===== config.mk =====
export PLATFORM = sky130hd
export DESIGN_NAME = id_stage
export DESIGN_NICKNAME = d
export VERILOG_FILES = /design/src/rtl/id_stage.sv
export SDC_FILE = /design/constraint.sdc
export NUM_CORES = 1
export LEC_CHECK = 0
export ABC_AREA = 1
export BUFFER_PORTS_ARGS = -buffer_cell sky130_fd_sc_hd__buf_2
export CAP_MARGIN = 0
export CORE_MARGIN = 10
export CORE_UTILIZATION = 47
export DETAILED_ROUTE_END_ITERATION = 7
export MAX_ROUTING_LAYER = met4
export PLACE_DENSITY = 0.79
export SYNTH_ARGS = -nofsm -noshare
export SYNTH_HDL_FRONTEND = slang
export SYNTH_SLANG_ARGS = --single-unit
export TNS_END_PERCENT = 30

===== constraint.sdc =====
create_clock -name clk -period 8.85 [get_ports clk]
set_clock_uncertainty 0.2 [all_clocks]
set_input_delay 0.885 -clock clk [delete_from_list [all_inputs] [get_ports clk]]
set_output_delay 0.885 -clock clk [all_outputs]
set_load 0.03 [all_outputs]

===== src/rtl/id_stage.sv =====
// id_stage: instruction-decode stage.
// Holds the IF/ID pipeline register, drives the register-file read addresses, decodes the
// instruction into control bits and an extended immediate, detects load-use hazards and
// captures the decoded instruction plus register operands into the ID/EX pipeline register.
//
// Ports:
//   clk, reset          clock, asynchronous active-high reset
//   flush               branch taken in EX: kills IF/ID and ID/EX contents
//   if_valid/instr/pc   fetched instruction from IF
//   stall               asks IF to hold its PC and output
//   PR1, PR2            register-file read addresses (rs, rt)
//   RD1, RD2            register-file read data
//   idex_*              ID/EX pipeline register contents
//   illegal_op          registered one-cycle pulse on an unknown opcode
module id_stage #(
  parameter int unsigned XLEN = 32
) (
  input  logic            clk,
  input  logic            reset,
  input  logic            flush,
  input  logic            if_valid,
  input  logic [XLEN-1:0] if_instr,
  input  logic [XLEN-1:0] if_pc,
  output logic            stall,
  output logic [4:0]      PR1,
  output logic [4:0]      PR2,
  input  logic [XLEN-1:0] RD1,
  input  logic [XLEN-1:0] RD2,
  output logic            idex_valid,
  output logic [XLEN-1:0] idex_pc,
  output logic [XLEN-1:0] idex_a,
  output logic [XLEN-1:0] idex_b,
  output logic [XLEN-1:0] idex_imm,
  output logic [4:0]      idex_rs,
  output logic [4:0]      idex_rt,
  output logic [4:0]      idex_dst,
  output logic [5:0]      idex_funct,
  output logic            idex_regwrite,
  output logic            idex_memread,
  output logic            idex_memwrite,
  output logic            idex_branch,
  output logic            idex_alusrc,
  output logic [1:0]      idex_aluop,
  output logic            illegal_op
);

  localparam logic [5:0] OpRtype = 6'h00;
  localparam logic [5:0] OpAddi  = 6'h08;
  localparam logic [5:0] OpAndi  = 6'h0C;
  localparam logic [5:0] OpLw    = 6'h23;
  localparam logic [5:0] OpSw    = 6'h2B;
  localparam logic [5:0] OpBeq   = 6'h04;

  // IF/ID register
  logic            r_ifid_valid;
  logic [XLEN-1:0] r_ifid_instr;
  logic [XLEN-1:0] r_ifid_pc;

  // ID/EX register
  logic            r_idex_valid;
  logic [XLEN-1:0] r_idex_pc, r_idex_a, r_idex_b, r_idex_imm;
  logic [4:0]      r_idex_rs, r_idex_rt, r_idex_dst;
  logic [5:0]      r_idex_funct;
  logic            r_idex_regwrite, r_idex_memread, r_idex_memwrite, r_idex_branch;
  logic            r_idex_alusrc;
  logic [1:0]      r_idex_aluop;
  logic            r_illegal;

  // Instruction fields
  logic [5:0]  w_opcode, w_funct;
  logic [4:0]  w_rs, w_rt, w_rd;
  logic [15:0] w_imm16;
  logic        w_unused;

  assign w_opcode = r_ifid_instr[31:26];
  assign w_rs     = r_ifid_instr[25:21];
  assign w_rt     = r_ifid_instr[20:16];
  assign w_rd     = r_ifid_instr[15:11];
  assign w_funct  = r_ifid_instr[5:0];
  assign w_imm16  = r_ifid_instr[15:0];
  assign w_unused = ^r_ifid_instr[10:6];

  // Decoded control
  logic            w_known, w_uses_rs, w_uses_rt, w_sext;
  logic            w_regwrite, w_memread, w_memwrite, w_branch, w_alusrc;
  logic [1:0]      w_aluop;
  logic [4:0]      w_dst;
  logic [XLEN-1:0] w_imm;

  always_comb begin
    w_known    = 1'b1;
    w_uses_rs  = 1'b0;
    w_uses_rt  = 1'b0;
    w_sext     = 1'b1;
    w_regwrite = 1'b0;
    w_memread  = 1'b0;
    w_memwrite = 1'b0;
    w_branch   = 1'b0;
    w_alusrc   = 1'b0;
    w_aluop    = 2'b00;
    w_dst      = 5'd0;
    unique case (w_opcode)
      OpRtype: begin
        w_regwrite = 1'b1; w_dst = w_rd; w_aluop = 2'b10;
        w_uses_rs = 1'b1; w_uses_rt = 1'b1;
      end
      OpAddi: begin
        w_regwrite = 1'b1; w_dst = w_rt; w_alusrc = 1'b1; w_uses_rs = 1'b1;
      end
      OpAndi: begin
        w_regwrite = 1'b1; w_dst = w_rt; w_aluop = 2'b11; w_alusrc = 1'b1;
        w_sext = 1'b0; w_uses_rs = 1'b1;
      end
      OpLw: begin
        w_regwrite = 1'b1; w_memread = 1'b1; w_dst = w_rt; w_alusrc = 1'b1;
        w_uses_rs = 1'b1;
      end
      OpSw: begin
        w_memwrite = 1'b1; w_alusrc = 1'b1; w_uses_rs = 1'b1; w_uses_rt = 1'b1;
      end
      OpBeq: begin
        w_branch = 1'b1; w_aluop = 2'b01; w_uses_rs = 1'b1; w_uses_rt = 1'b1;
      end
      default: w_known = 1'b0;
    endcase
    // Writes to register 0 are discarded at the source
    if (w_dst == 5'd0) w_regwrite = 1'b0;
  end

  assign w_imm = w_sext ? {{(XLEN-16){w_imm16[15]}}, w_imm16} : {{(XLEN-16){1'b0}}, w_imm16};

  // Load-use hazard: the load in ID/EX produces a register this instruction reads
  logic w_hazard, w_stall, w_issue;
  assign w_hazard = r_ifid_valid & r_idex_valid & r_idex_memread & (r_idex_dst != 5'd0) &
                    ((w_uses_rs & (w_rs == r_idex_dst)) | (w_uses_rt & (w_rt == r_idex_dst)));
  assign w_stall  = w_hazard & ~flush;
  assign w_issue  = r_ifid_valid & w_known & ~w_stall & ~flush;

  always_ff @(posedge clk or posedge reset) begin
    if (reset) begin
      r_ifid_valid <= 1'b0;
      r_ifid_instr <= '0;
      r_ifid_pc    <= '0;
    end else begin
      if (!w_stall) begin
        r_ifid_instr <= if_instr;
        r_ifid_pc    <= if_pc;
      end
      if (flush)         r_ifid_valid <= 1'b0;
      else if (!w_stall) r_ifid_valid <= if_valid;
    end
  end

  always_ff @(posedge clk or posedge reset) begin
    if (reset) begin
      r_idex_valid    <= 1'b0;
      r_idex_pc       <= '0;
      r_idex_a        <= '0;
      r_idex_b        <= '0;
      r_idex_imm      <= '0;
      r_idex_rs       <= '0;
      r_idex_rt       <= '0;
      r_idex_dst      <= '0;
      r_idex_funct    <= '0;
      r_idex_regwrite <= 1'b0;
      r_idex_memread  <= 1'b0;
      r_idex_memwrite <= 1'b0;
      r_idex_branch   <= 1'b0;
      r_idex_alusrc   <= 1'b0;
      r_idex_aluop    <= 2'b00;
      r_illegal       <= 1'b0;
    end else begin
      // Bubbles clear only valid and control; data fields are don't-care
      r_idex_valid    <= w_issue;
      r_idex_regwrite <= w_issue & w_regwrite;
      r_idex_memread  <= w_issue & w_memread;
      r_idex_memwrite <= w_issue & w_memwrite;
      r_idex_branch   <= w_issue & w_branch;
      r_idex_alusrc   <= w_issue & w_alusrc;
      r_idex_aluop    <= w_issue ? w_aluop : 2'b00;
      r_idex_pc       <= r_ifid_pc;
      r_idex_a        <= (w_rs == 5'd0) ? '0 : RD1;
      r_idex_b        <= (w_rt == 5'd0) ? '0 : RD2;
      r_idex_imm      <= w_imm;
      r_idex_rs       <= w_rs;
      r_idex_rt       <= w_rt;
      r_idex_dst      <= w_dst;
      r_idex_funct    <= w_funct;
      r_illegal       <= r_ifid_valid & ~w_known;
    end
  end

  assign stall         = w_stall;
  assign PR1           = w_rs;
  assign PR2           = w_rt;
  assign idex_valid    = r_idex_valid;
  assign idex_pc       = r_idex_pc;
  assign idex_a        = r_idex_a;
  assign idex_b        = r_idex_b;
  assign idex_imm      = r_idex_imm;
  assign idex_rs       = r_idex_rs;
  assign idex_rt       = r_idex_rt;
  assign idex_dst      = r_idex_dst;
  assign idex_funct    = r_idex_funct;
  assign idex_regwrite = r_idex_regwrite;
  assign idex_memread  = r_idex_memread;
  assign idex_memwrite = r_idex_memwrite;
  assign idex_branch   = r_idex_branch;
  assign idex_alusrc   = r_idex_alusrc;
  assign idex_aluop    = r_idex_aluop;
  assign illegal_op    = r_illegal;

endmodule


## After elaboration in Yosys (flattened, before gate mapping)

Cells that the tools add are included.

| storage, ports and cells | value |
|---|---|
| bits in registers | 223 |
| bits of input ports | 132 |
| output and inout bits | 169 |
| word-level logic and storage cells | 73 |

| cells by class | value |
|---|---|
| equal/unequal tests | 8 |
| mux-type cells | 16 |
| bitwise logic cells | 20 |
| reductions and logical operators | 10 |

Operators by type and width:

| kind | number |
|---|---|
| two-way mux 32 bit | 3 |
| bitwise AND 1 bit | 16 |
| zero test 5 bit | 3 |
| == test 6 x 4 -> 1 bit, second input constant | 2 |
| == test 6 bit, second input constant | 2 |
| == test 5 bit | 2 |
| two-way mux 1 bit | 10 |
| case mux 5 bit (2 select lines) | 1 |
| OR reduction 4 bit | 2 |
| == test 6 x 3 -> 1 bit, second input constant | 1 |
| zero test 6 bit | 1 |
| case mux 2 bit (3 select lines) | 1 |
| OR reduction 3 bit | 2 |
| OR reduction 6 bit | 1 |
| nonzero test 5 bit | 1 |
| inverter 1 bit | 3 |
| two-way mux 2 bit | 1 |
| != test 2 bit, second input constant | 1 |
| OR 1 bit | 1 |

## Depth between registers and ports, before layout

Gate-level depths: netlist of the first run.

| depth | value |
|---|---|
| depth in word-level cells | 11 |
| mapped depth | 12 |
| depth with buffers taken out | 11 |

## Least setup slack after synthesis of the first run

No wires, ideal clock.

| timing path | value |
|---|---|
| kind | input to output |
| start point | in flush |
| end point | out stall |
| data arrival time | 1.639 ns |
| data required time | 7.765 ns |
| path slack | 6.126 ns |
| cell stages on the path | 6 |
| buffers on the path | 1 |
| cells stage by stage | nor2_1 -> nand4_1 -> nor2_1 -> nand2_1 -> inv_2 -> buf_6 |

| between the ends | value |
|---|---|
| longest elaborated chain between the ends | 2 |

Ends and longest elaborated chain:

| element | line | source |
|---|---|---|
| start: declaration | 20 | `input logic flush,` |
| inverter 1 bit | 136 | `assign w_stall = w_hazard & ~flush;` |
| bitwise AND 1 bit | 136 |  |
| end: declaration | 24 | `output logic stall,` |

No other way between the ends.

## Final worst setup path of the first run

| timing path | value |
|---|---|
| start point | reg r_ifid_instr[31] |
| end point | out stall |

| between the ends | value |
|---|---|
| longest elaborated chain between the ends | 7 |
| elaborated cells between the ends (all ways) | 15 |
| those cells by class | eq/ne (5); mux (2); bitwise (5); reduce/logical (3) |

Ends and longest elaborated chain:

| element | line | source |
|---|---|---|
| start: declaration | 56 | `logic [XLEN-1:0] r_ifid_instr;` |
| start signal: assignment | 146 | `r_ifid_instr <= if_instr;` |
| == test 6 bit (tied with other cells) | 102 | `unique case (w_opcode)` |
| OR reduction 6 bit (no line) / OR reduction 3 bit (equally long branches) | - |  |
| two-way mux 1 bit | 102 |  |
| bitwise AND 1 bit | 135 | `((w_uses_rs & (w_rs == r_idex_dst)) \| (w_uses_rt & (w_rt == r_idex_dst)));` |
| OR 1 bit (*) | 135 |  |
| bitwise AND 1 bit (*) | 134 | `assign w_hazard = r_ifid_valid & r_idex_valid & r_idex_memread & (r_idex_dst != 5'd0) &` |
| bitwise AND 1 bit (*) | 136 |  |

Every way passes the cells marked *; elsewhere a longest branch is shown, timed or not.

==> results.md, run 1 <==
- Hold EP: idex_imm[14]$_DFF_PP0_
- Slew Viols, Final: 0
- Synth Net Count: 794
- Synthesis-to-finish area growth: 29.7%
- Crit-path max FO: 55
- Syn Area/Cell: 10.7 sq um
- Largest net degree at the start of global routing: 132
- Synth area leader: dfrtp_1
- Critical Path Sink Type: output port
- Peak supply drop: about 0.13 mV
- Layout cells sized above 1: 36.0%
- Drc violations: 0
- Core Rows: 44
- Critical R2R Launch: r_ifid_instr[29]$_DFFE_PP0N_
- Die area: 20300 sq um
- Commonest cells after routing, fill and taps aside: buf_2, nand2_1, dfrtp_1, inv_1, nor2_1
- Final hold viol count: 0
- Final WS setup: 5.08 ns
- YS warnings: 0
- Commonest non-fill, non-tap cell in the layout: buf_2
- Setup bufs post-CTS: 0
- CTS tree: done
- Clock slew at reported path FFs: 0.06 ns
- Slowest CP cell: inv_2
- P_sw: 0.000514 W
- RR Endpoint: idex_aluop[1]$_DFF_PP0_
- Die Span X: 143 microns
- Synth Area in Simple Gates: 16.1%
- Status: finished clean
- Pre-Repair DR Iteration Count: 4
- DP HPWL: between 10000 and 15000 microns
- Hold path cells: 0
- Max-cap violations: 0
- R2R depth: 10
- Remaining antenna violation count after routing: 0
- Top post-synthesis cells by area: dfrtp_1, nand2_1, inv_1
- Sequential share of power: 47.4%
- CTS Sinks: approximately 200
- Drt total wl: 19200 microns
- Synth Area in Compound Gates: 1.17%
- Startpoint type of the worst setup path: flip-flop
- Number of CTS-inserted buffers: 21
- Initial Util: 48.2%
- Crit path max-delay family: buffers and inverters
- Min Tclk post-route: 3.77 ns
- Period Utilization, post-route: a little over two fifths
- Mapped Cells: 662
- Htree depth: 1
- Tot GR Track Use: between 10% and 20%
- Worst-Margin Slew: between 1 and 1.5 ns
- Count of different cell masters after synthesis: 23
- Sw frac: 24.6%
- Pre-CTS setup slack: 5.23 ns
- First-pass GRT wire length: 28900 microns
- Clock Path Buffers: 3
- Initial antenna violation count: 1
- Power Density: 228 nW/um^2
- Flop-to-flop setup slack: about 6.4 ns
- Synth Area in XOR/XNOR: 0.992%
- Netlist Area Pre-Place: 7060 sq um
- Nets: 1069
- RSZ-0062 raised after global routing: false
- Clk root buf: clkbuf_16
- Adder-Cell Fraction of Synth Area: 0%
- Min Hold Slack: 0.168 ns
- Part of the power in combinational logic: between 10 and 15%
- Worst Setup Path Type: flip-flop to output port
- Int Power: between 0.0015 and 0.002 W
- PortBufs: 300
- Clk pwr share: between 40 and 50%
- Number of global-route vias before repair: 5351
- Gpl congestion: around 0.8
- Post-CTS Hold Buffers: 0
- Worst hold path type: flip-flop to flip-flop
- F_max: 265 MHz
- Crit path largest cell delay: 0.69 ns
- PostCTS Resize Cnt: 0
- Largest family of logic cells by synthesized area: simple AND/OR/NAND/NOR gates
- Grt total ovfl: 0
- Power, Total: 0.00209 W
- Worst path bufs/invs: 3
- Core area: 14600 sq um
- Critical Path RT: 7.77 ns
- Fillers: about 1200
- Hold Crit Start: r_ifid_instr[14]$_DFFE_PP0N_
- Worst-path cell chain: nor2_1 -> nand2_1 -> inv_1 -> nand2_1 -> nand2_1 -> nor2_1 -> nor2_1 -> nand2_2 -> inv_2 -> buf_2
- I/O pin cnt: 301
- Leakage: 5.40 nW
- Final setup vio count: 0
- Slew headroom: between 20% and 30%
- Seq/Total Area, Yosys: 71.6%
- Share of the synthesized area in the top cell type: 71.6%
- Die extent in y: 143 microns
- Worst-skew pair later-pin latency: 0.48 ns
- Critical path data arrival time: 2.69 ns
- Post-synthesis mux area share: 0%
- Total Neg Setup Slack: 0 ns
- Avg WL per Cell: roughly 17 microns
- Via Count: 5095
- Initial DRC count: 256
- Synth Register Bits: approximately 200
- Via density: 4.49
==> cell usage after synthesis, drive strengths merged <==
| cell type | number |
|---|---|
| or2 | 1 |
| a22oi | 3 |
| dfrtp | 202 |
| nand2 | 253 |
| xnor2 | 2 |
| inv | 93 |
| nor3 | 2 |
| nand4 | 2 |
| a21oi | 3 |
| nor2 | 25 |
| and3 | 1 |
| nand3 | 10 |
| clkbuf | 6 |
| xor2 | 6 |
| o21ai | 9 |
| buf | 44 |
==> power by group through the flow <==
stage | Sequential (W) | Clock (W) | Combinational (W)
global placement | 0.00100 | 0 | 0.000216
finish | 0.000991 | 0.000883 | 0.000214
CTS | 0.000991 | 0.000907 | 0.000219
global route | 0.000996 | 0.000943 | 0.000234
floorplan | 0.00107 | 0 | 0.0000736
detailed placement | 0.00101 | 0 | 0.000218
==> how the worst max path moves through the flow <==
stage          slack [ns]  cells after the start                    startpoint             endpoint
3_5_place_dp         5.23                      7                         flush                stall
4_1_cts              5.03                     10  r_ifid_instr[31]$_DFFE_PP0N_                stall
2_1_floorplan        2.25                      1                         reset  idex_a[0]$_DFF_PP0_
6_report             5.08                     10  r_ifid_instr[31]$_DFFE_PP0N_                stall
5_1_grt              4.78                     10  r_ifid_instr[27]$_DFFE_PP0N_                stall
3_3_place_gp         5.22                      7                         flush                stall
==> metrics by stage <==
stage,cells,util (%),instance area (sq um)
6_report,1135,62.5,9160
5_1_grt,1135,62.5,9160
4_1_cts,1134,62.5,9150
3_5_place_dp,1098,57.7,8450
3_3_place_gp,1098,57.7,8450
2_1_floorplan,662,-,7060
==> flip-flops by register name, summed over array words and instances, names as in the netlist, 2 cells and up <==
register,count
idex_rt,5
idex_funct,5
idex_aluop,2
idex_rs,5
idex_dst,5
idex_pc,32
idex_a,32
r_ifid_pc,32
idex_b,32
idex_imm,12
r_ifid_instr,32
==> layout make-up <==
| cell class | count | area, sq um | share of cell area, % |
|---|---|---|---|
| clock inverters | 10 | 138 | 1.50 |
| inverters | 93 | 357 | 3.89 |
| diodes | 1 | 2.50 | 0.0273 |
| repair buffers | 302 | 1520 | 16.6 |
| multi-input cells | 317 | 1290 | 14.1 |
| flip-flops and latches | 202 | 5050 | 55.2 |
| well taps | 184 | 230 | 2.51 |
| clock buffers | 26 | 564 | 6.16 |
==> kinds of logic (layout without fill, tap and decap cells) <==
logic type	count (synthesis)	after routing
xor+xnor	8	8
buf+inv	143	431
flops	202	202
other cells	0	1
compound gates	15	15
simple gates	294	294
==> metal layers <==
metal  track usage [%]  share of wire (%)  up-vias  routed length (microns)
met4              3.42                1.5        0                      286
met1              22.1                 41     2388                     7860
met2              31.4                 49      216                     9450
met3              5.87                8.1       23                     1560
met5                 -                  0        -                        0
li1                  -                  -     2468                        -
Note: power is estimated with default switching activity, not from simulation.
==> run 2, diff against run 1 <==
Settings changed: ABC_AREA 1 to 0, CORE_UTILIZATION 47 to 43, PLACE_DENSITY 0.79 to 0.76.
Clock period 8.85 ns to 3.44 ns, I/O delays scaled along.
==> results.md, run 2 <==
- R2R depth: 7 (was 10)
- P_sw: 0.00137 W (was 0.000514 W)
- Cells after DPL: 923 (was 1098)
- Core area: 16500 sq um (was 14600 sq um)
- Netlist Area Pre-Place: 7160 sq um (was 7060 sq um)
- F_max: 305 MHz
- Worst-Margin Slew: 0.971 ns (was 1.14 ns)
- YS warnings: 0 (unchanged)
- Slew headroom: 35.1% (was 23.5%)
- Part of the power in combinational logic: 12.6% (was 10.3%)
- Setup bufs post-CTS: 0 (unchanged)
- Drt total wl: 21300 microns (was 19200 microns)
- Tot GR Track Use: 19.2% (was 18.8%)
- Startpoint type of the worst setup path: flip-flop (unchanged)
- Grt total ovfl: 0 (unchanged)
- Worst Setup Path Type: flip-flop to output port (unchanged)
- Critical Path RT: 2.90 ns (was 7.77 ns)
- Status: finished clean (unchanged)
- Commonest cells after routing, fill and taps aside: buf_2, dfrtp_1, dlygate4sd3_1, nor2b_1, mux2_4 (was buf_2, nand2_1, dfrtp_1, inv_1, nor2_1)
- Number of CTS-inserted buffers: 22 (was 21)
- Sw frac: 24.8% (was 24.6%)
- Crit path largest cell delay: 0.58 ns (was 0.69 ns)
- Core Rows: 47 (was 44)
- Async SR Flop Fraction: 100% (unchanged)
- Slew Viols, Final: 0 (unchanged)
- Htree depth: 1 (unchanged)
- Fin cells: 1097 (was 1135)
- Commonest non-fill, non-tap cell in the layout: buf_2 (unchanged)
- Remaining antenna violation count after routing: 0 (unchanged)
- Final setup vio count: 0 (unchanged)
- Layout cells sized above 1: 47.8% (was 36.0%)
- Synth Net Count: 569 (was 794)
- Sequential share of power: 46.3% (was 47.4%)
- Leakage: 5.27 nW (was 5.40 nW)
- Die area: 22200 sq um (was 20300 sq um)
- Share of the synthesized area in the top cell type: 70.6% (was 71.6%)
- Avg WL per Cell: 19.5 microns (was 16.9 microns)
- Power, Total: 0.00553 W (was 0.00209 W)
- Min Hold Slack: 0.158 ns (was 0.168 ns)
- I/O pin cnt: 301 (unchanged)
- Number of global-route vias before repair: 5651 (was 5351)
- Clk root buf: clkbuf_16 (unchanged)
- Most frequent cell after synthesis: dfrtp_1 (was nand2_1)
- Max-cap violations: 0 (unchanged)
- Mapped Cells: 437 (was 662)
- First-pass GRT wire length: 32500 microns (was 28900 microns)
- Initial DRC count: 135 (was 256)
- Post-synth top cells: dfrtp_1, nor2b_1, mux2_4, buf_4, mux2_2 (was nand2_1, dfrtp_1, inv_1, buf_4, nor2_1)
- Drc violations: 0 (unchanged)
- Post-synth EDFFs: 0 (unchanged)
- Peak supply drop: 0.348 mV (was 0.131 mV)
- Synth Register Bits: 202 (unchanged)
- Worst-path cell chain: and4b_4 -> mux2i_1 -> or4_1 -> a21oi_4 -> buf_12 -> buf_2 (was nor2_1 -> nand2_1 -> inv_1 -> nand2_1 -> nand2_1 -> nor2_1 -> nor2_1 -> nand2_2 -> inv_2 -> buf_2)
- Critical path data arrival time: 2.74 ns (was 2.69 ns)
- Seq/Total Area, Yosys: 70.6% (was 71.6%)
- Nets: 990 (was 1069)
- Worst-skew pair later-pin latency: 0.49 ns (was 0.48 ns)
- Crit-path max FO: 29 (was 55)
- Post-CTS Hold Buffers: 131 (was 0)
- DP HPWL: 13800 microns (was 14400 microns)
- PostCTS Resize Cnt: 0 (unchanged)
- Slowest CP cell: or4_1 (was inv_2)
- Top post-synthesis cells by area: dfrtp_1, mux2_4, nor2b_1 (was dfrtp_1, nand2_1, inv_1)
- Clock Path Buffers: 3 (unchanged)
- CTS tree: done (unchanged)
- Initial antenna violation count: 3 (was 1)
- Power Density: 514 nW/um^2 (was 228 nW/um^2)
- Pre-Repair DR Iteration Count: 4 (unchanged)
- Synthesis-to-finish area growth: 50.3% (was 29.7%)
- Clock slew at reported path FFs: 0.06 ns (about the same)
- Gpl congestion: 0.774 (was 0.800)
- Via Count: 4997 (was 5095)
- Largest net degree at the start of global routing: 48 (was 132)
- PortBufs: 300 (unchanged)
- Die Span X: 149 microns (was 143 microns)
- Period Utilization, post-route: 95.5%
- Clk pwr share: 41.1% (was 42.3%)
- Final core occ: 65.4% (was 62.5%)
- Min Tclk post-route: approximately 3.3 ns
- Initial Util: 43.5% (was 48.2%)
- Count of different cell masters after synthesis: 37 (was 23)
- RSZ-0062 raised after global routing: false (unchanged)
- Synth area leader: dfrtp_1 (unchanged)
- Via density: 4.56 (was 4.49)
- Hold path cells: 5 (was 0)
- Critical Path Sink Type: output port (unchanged)
- Total Neg Setup Slack: 0 ns (unchanged)
- Syn Area/Cell: 16.4 sq um (was 10.7 sq um)
- Die extent in y: 149 microns (was 143 microns)
- Worst hold path type: input port to flip-flop (was flip-flop to flip-flop)
- Int Power: 0.00416 W (was 0.00157 W)
- Final hold viol count: 0 (unchanged)
- CTS Sinks: 202 (unchanged)
- Ys flop type: dfrtp_1 (unchanged)
[run 2: worst max-delay path: cells and delay by family, from the launching register on]
kind / cells / cell delay (ns)
simple gates: 2 / 0.96
compound gates: 1 / 0.26
flops: 1 / 0.44
buf+inv: 2 / 0.50
mux: 1 / 0.08
[run 2: layout make-up]
type	instances	area, sq um
clock inverter	11	93.8
tap	220	275
inverter	3	15.0
fill	1151	5700
multi-input combinational	186	1720
clock buffer	29	628
antenna	3	7.51
timing repair buffer	443	2970
sequential	202	5050
[run 2: path summary, 6_finish.rpt]
kind | start | to | slack (ns)
min reg2reg | r_ifid_pc[29]$_DFFE_PP0N_ | idex_pc[29]$_DFF_PP0_ | 0.18
min | flush | idex_memwrite$_DFF_PP0_ | 0.16
min in group asynchronous | reset | idex_pc[8]$_DFF_PP0_ | 0.44
max in group asynchronous | reset | r_ifid_instr[15]$_DFFE_PP0N_ | 1.84
max | r_ifid_instr[28]$_DFFE_PP0N_ | stall | 0.16
max reg2reg | r_ifid_instr[28]$_DFFE_PP0N_ | r_ifid_valid$_DFFE_PP0P_ | 0.50
[run 2: logic make-up (layout without fill, tap and decap cells)]
kind of cell / after synthesis / count (layout) / share of synthesized area (%)
AO/OA/AOI/OAI: 17 / 17 / 1.83
XOR/XNOR: 11 / 11 / 1.34
buffers and inverters: 49 / 486 / 5.54
flip-flops: 202 / 202 / 70.6
multiplexers: 64 / 64 / 12.6
other: 0 / 3 / 0
AND/OR/NAND/NOR: 94 / 94 / 8.10
[run 2: power groups by stage]
stage                     clock network (W)  logic, W  registers, W
after CTS                           0.00233  0.000695       0.00256
after global placement                    0  0.000565       0.00259
after global routing                0.00244  0.000743       0.00257
final                               0.00228  0.000698       0.00256
after floorplan                           0  0.000201       0.00275
after detailed placement                  0  0.000572       0.00260
[run 2: per-layer routing]
| metal | up-vias | track usage (%) | wire [microns] |
|---|---|---|---|
| li1 | 2268 | - | - |
| met1 | 2454 | 20.7 | 7860 |
| met2 | 225 | 33.5 | 11200 |
| met3 | 50 | 4.34 | 1490 |
| met4 | 0 | 7.65 | 778 |
| met5 | - | - | 0 |
[run 2: per-stage QoR]
stage	setup WS [ns]	area [sq um]
after detailed placement	0.663	8720
after global placement	0.708	8720
final	0.156	10800
after floorplan	0.280	7170
after CTS	0.126	10800
after global routing	0.0430	10800
